[src/rtl/tdm_pkg.sv]
// Shared TDM definitions for the 4-slot mux/demux pair.
package tdm_pkg;
  localparam int NUM_SLOTS = 4;
  localparam int SLOT_BITS = 2;

  typedef enum logic {
    HUNT = 1'b0,
    SYNC = 1'b1
  } tdm_state_t;

  typedef logic [SLOT_BITS-1:0] slot_t;
endpackage

[src/rtl/tdm_slot_counter.sv]
// Wrapping slot counter with clear, load-to-1 and increment. Clear wins over load, and load wins over increment.
module tdm_slot_counter
  import tdm_pkg::*;
(
  input  logic                 clk,
  input  logic                 rst,
  input  logic                 i_en,
  input  logic                 i_load1,
  input  logic                 i_clr,
  output logic [SLOT_BITS-1:0] o_slot
);
  slot_t r_cnt;

  always_ff @(posedge clk) begin
    if (rst || i_clr) begin
      r_cnt <= '0;
    end else if (i_load1) begin
      r_cnt <= slot_t'(1);
    end else if (i_en) begin
      r_cnt <= r_cnt + slot_t'(1);
    end
  end

  assign o_slot = r_cnt;
endmodule

[src/rtl/tdm_demux4.sv]
// 4-slot TDM receiver: frame lock FSM, shadow buffer for slots 0..2, whole-frame output update.
module tdm_demux4
  import tdm_pkg::*;
#(
  parameter int WIDTH = 1
) (
  input  logic                 clk,
  input  logic                 rst,
  input  logic                 in_valid,
  input  logic [WIDTH-1:0]     in,
  input  logic                 frame_start,
  output logic [4*WIDTH-1:0]   out,
  output logic                 out_valid,
  output logic                 locked,
  output logic [SLOT_BITS-1:0] slot,
  output logic                 sync_err
);
  tdm_state_t       r_state;
  tdm_state_t       w_state_nxt;
  logic [WIDTH-1:0] r_shadow [0:NUM_SLOTS-2];
  logic [4*WIDTH-1:0] r_out;
  logic             r_out_valid;
  logic             r_sync_err;

  slot_t w_slot;
  slot_t w_sh_idx;
  logic  w_sh_wr;
  logic  w_out_ld;
  logic  w_err;
  logic  w_cnt_en;
  logic  w_cnt_ld1;
  logic  w_cnt_clr;

  tdm_slot_counter u_slot_counter (
    .clk     (clk),
    .rst     (rst),
    .i_en    (w_cnt_en),
    .i_load1 (w_cnt_ld1),
    .i_clr   (w_cnt_clr),
    .o_slot  (w_slot)
  );

  always_ff @(posedge clk) begin
    if (rst) begin
      r_state <= HUNT;
    end else begin
      r_state <= w_state_nxt;
    end
  end

  always_comb begin
    w_state_nxt = r_state;
    w_sh_wr     = 1'b0;
    w_sh_idx    = '0;
    w_out_ld    = 1'b0;
    w_err       = 1'b0;
    w_cnt_en    = 1'b0;
    w_cnt_ld1   = 1'b0;
    w_cnt_clr   = 1'b0;
    if (in_valid) begin
      case (r_state)
        HUNT: begin
          if (frame_start) begin
            w_sh_wr     = 1'b1;
            w_cnt_ld1   = 1'b1;
            w_state_nxt = SYNC;
          end
        end
        SYNC: begin
          if (frame_start && (w_slot != '0)) begin
            // Re-align on the unexpected frame start and keep lock.
            w_err     = 1'b1;
            w_sh_wr   = 1'b1;
            w_cnt_ld1 = 1'b1;
          end else if (!frame_start && (w_slot == '0)) begin
            w_err       = 1'b1;
            w_cnt_clr   = 1'b1;
            w_state_nxt = HUNT;
          end else if (w_slot == slot_t'(NUM_SLOTS-1)) begin
            w_out_ld = 1'b1;
            w_cnt_en = 1'b1;
          end else begin
            w_sh_wr  = 1'b1;
            w_sh_idx = w_slot;
            w_cnt_en = 1'b1;
          end
        end
        default: w_state_nxt = HUNT;
      endcase
    end
  end

  always_ff @(posedge clk) begin
    if (rst) begin
      for (int k = 0; k < NUM_SLOTS-1; k++) r_shadow[k] <= '0;
      r_out       <= '0;
      r_out_valid <= 1'b0;
      r_sync_err  <= 1'b0;
    end else begin
      for (int k = 0; k < NUM_SLOTS-1; k++) begin
        if (w_sh_wr && (w_sh_idx == slot_t'(k))) r_shadow[k] <= in;
      end
      if (w_out_ld) r_out <= {in, r_shadow[2], r_shadow[1], r_shadow[0]};
      r_out_valid <= w_out_ld;
      r_sync_err  <= w_err;
    end
  end

  assign out       = r_out;
  assign out_valid = r_out_valid;
  assign sync_err  = r_sync_err;
  assign locked    = (r_state == SYNC);
  assign slot      = w_slot;
endmodule

[config.mk]
export PLATFORM = sky130hd
export DESIGN_NAME = tdm_demux4
export DESIGN_NICKNAME = d
export VERILOG_FILES = /design/src/rtl/tdm_pkg.sv /design/src/rtl/tdm_slot_counter.sv /design/src/rtl/tdm_demux4.sv
export SDC_FILE = /design/constraint.sdc
export NUM_CORES = 1
export LEC_CHECK = 0
export ABC_AREA = 1
export BUFFER_PORTS_ARGS = -buffer_cell sky130_fd_sc_hd__buf_2
export CAP_MARGIN = 10
export CORE_ASPECT_RATIO = 1.2
export CORE_UTILIZATION = 40
export CTS_CLUSTER_SIZE = 30
export DETAILED_ROUTE_END_ITERATION = 16
export PLACE_DENSITY = 0.65
export SLEW_MARGIN = 20
export SYNTH_ARGS = -nofsm -noshare
export SYNTH_HDL_FRONTEND = slang
export SYNTH_SLANG_ARGS = --single-unit
export TNS_END_PERCENT = 5
[constraint.sdc]
create_clock -name clk -period 2.3 [get_ports clk]
set_input_delay 0.345 -clock clk [delete_from_list [all_inputs] [get_ports clk]]
set_output_delay 0.345 -clock clk [all_outputs]
set_load 0.02 [all_outputs]
==> flow_summary_export.csv <==
group,metric,value,unit
outcome,status,"finished clean",
cts,post_cts_buffers,0,
finish,syn_to_final_growth,12.54,%
critical_path,cp_data_arrival_time,1820,ps
timing,rsz0062_at_grt,"no",
cts,clk_latency,270,ps
synthesis,synthTopCellsByArea,"dfxtp_1 25%, ha_1 14%, edfxtp_1 12%",
place,routabilityCongestion,0.8747,
floorplan,io_pins,14,
pwr,ir_worst_vdd,0.0002280,V
timing,setup_ws,474.0,ps
critical_path,crit_type,"reg -> reg",
hold_path,holdPathStages,2,
cts,hold_buffers,0,
finish,fin_nets,121,
synthesis,synthTopCellsByCount,"20 x nand2_1, 14 x nor2_1, 11 x inv_1",
critical_path,rr_startpoint,"u_slot_counter.o_slot[0]",
timing,fmax,547.7,MHz
critical_path,start_kind,"flip-flop",
critical_path,path_max_fanout,6,
detailed_routing,num_vias,574,
synthesis,syn_area,728.2,sq um
synthesis,synthArstFlopShare,0,%
place,pre_cts_slack,477.8,ps
timing,period_share,79.39,%
detailed_routing,wire_per_inst,9.600,microns
hold_path,min_path_type,"in -> reg",
finish,drive_above_1_share,25.23,%
cts,cts-root-buf,"clkbuf_4",
critical_path,crit_required,2290,ps
finish,fill_cells,183,
finish,antennaDiodeCount,0,
synthesis,syn_inst,92,
global_route,grt-ovfl-total,0,
timing,timing_hold_violations_final,0,
floorplan,fp.dieH,48.74,microns
synthesis,synth.distinct_cells,20,
floorplan,rows,16,
hold_path,hold_end,"sync_err",
timing,setup_violations,0,
synthesis,synth_nets,105,
critical_path,timing.rr.end,"r_shadow[0][1]",
synthesis,synth_edf_count,3,
cts,cts_tree,"done",
detailed_routing,dr.pass1.iters,4,
timing,skew,5.748,ps
synthesis,synth_seq_cells,12,
synthesis,synth_warnings,0,
timing,tightest_slew,431.7,ps
synthesis,synth_seq_area_share,37.11,%
global_route,grtUsageTotal,14.90,%
cts,cts_buffer_depth,2,
pwr,total_power,439.6,uW
global_route,grt_first_pass_wirelength,2.001,mm
pwr,p_per_area,536.4,nW/um^2
global_route,grt_antenna_before_repair,0,
run,maxCapViolCount,0,
floorplan,initial_core_util,43.83,%
detailed_routing,drc,0,
detailed_routing,ant_nets,0,
global_route,grt_max_degree,11,
global_route,grt_pass1_vias,493,
critical_path,reg2reg_depth,10,
cts,cts_max_level,1,
floorplan,die_area,1996,sq um
synthesis,yosys.area.top_type,"dfxtp_1",
synthesis,avgSynthCellArea,7.915,sq um
synthesis,synth_ff_type,"dfxtp_1",
detailed_routing,drt_wl_total,1.200,mm
critical_path,ff2ff_setup_slack,470,ps
place,dp_hpwl,973.2,microns
floorplan,die_w,40.95,microns
place,portBuffers,13,
cts,clk_pin_slew,70,ps
cts,cts_resized,0,
cts,clock_sink_count,12,
detailed_routing,drtIter0Drc,6,
timing,slew_viol_final,0,
timing,slew_headroom,71.18,%
timing,tns,0,ps
floorplan,fp.coreArea,1662,sq um
cts,numCtsBuffers,3,
synthesis,synth_top_area_share,24.74,%
critical_path,end_kind,"flip-flop",
pwr,power_leakage,0.4190,nW
detailed_routing,vias_per_cell,4.592,
hold_path,hp-start,"rst",
synthesis,synth.most_common_cell,"nand2_1",
timing,layout_min_cycle_time,1826,ps
==> cell type report <==
type / instances / area (sq um) / share of cell area [%]
multi-input cells: 65 / 386.6 / 47.18
flip-flops and latches: 12 / 270.3 / 32.98
repair buffers: 13 / 65.06 / 7.939
inverters: 13 / 48.80 / 5.954
clock buffers: 3 / 22.52 / 2.748
well taps: 18 / 22.52 / 2.748
clock inverters: 1 / 3.754 / 0.4580
==> cell usage in the layout (no fill, tap or decap), drive strengths merged <==
cell type and count:
a21oi 1, buf 13, clkbuf 3, clkinv 2
dfxtp 9, edfxtp 3, ha 8, inv 12
nand2 26, nand3 6, nand4 2, nor2 16
nor3 3, o21ai 3
==> per-layer routing <==
layer,GRT usage (%),vias up,share of wire [%]
met5,0,-,0
met4,8.333,0,2.2
met3,4.128,4,3.3
met2,22.66,11,51
met1,17.73,243,44
li1,-,316,-
==> power by group <==
group | total [mW] | internal (mW) | switching (mW)
Combinational | 0.0772 | 0.0272 | 0.0500
Sequential | 0.234 | 0.225 | 0.00902
Clock | 0.129 | 0.0628 | 0.0661
Total | 0.440 | 0.315 | 0.125
==> stage by stage <==
step                      cells  hold WS (ps)  util [%]  instance area, sq um
after floorplan              92         421.8         -                 728.2
after global placement      121         458.5     47.74                 793.3
after detailed placement    121         466.4     47.74                 793.3
after CTS                   125         261.3     49.32                 819.5
after global routing        125         278.9     49.32                 819.5
final                       125         267.3     49.32                 819.5
==> flip-flops by register name, indices dropped and copies added, names as in the netlist <==
signal                 flops
r_shadow                   3
locked                     1
sync_err                   1
u_slot_counter.o_slot      2
out_valid                  1
out                        4
==> kinds of logic (layout without fill, tap and decap cells) <==
family,after synthesis,after routing,synth area share (%)
AOI/OAI and AO/OA,4,4,3.264
buffers and inverters,15,30,9.793
adders and majority gates,8,8,13.75
DFF,12,12,37.11
and+or+nand+nor,53,53,36.08
==> critical path, cell delays in order (launching register included) <==
cell     delay [ps]
dfxtp_1         420
inv_1           110
ha_1            240
inv_1            60
ha_1            300
inv_2            70
nand2_2          80
nand2_4          70
nand2_4          70
nand2_1          50
nand2_1          70
==> worst max path at each step <==
| stage | from | depth (start not counted) | to |
|---|---|---|---|
| CTS | u_slot_counter.o_slot[0] | 10 | r_shadow[0][1] |
| floorplan | u_slot_counter.o_slot[0] | 10 | r_shadow[0][1] |
| global route | u_slot_counter.o_slot[0] | 10 | r_shadow[0][2] |
| detailed placement | u_slot_counter.o_slot[0] | 10 | r_shadow[0][1] |
| finish | u_slot_counter.o_slot[0] | 10 | r_shadow[0][1] |
| global placement | u_slot_counter.o_slot[0] | 10 | r_shadow[0][1] |
No activity file was read; power rests on OpenSTA's default activity.
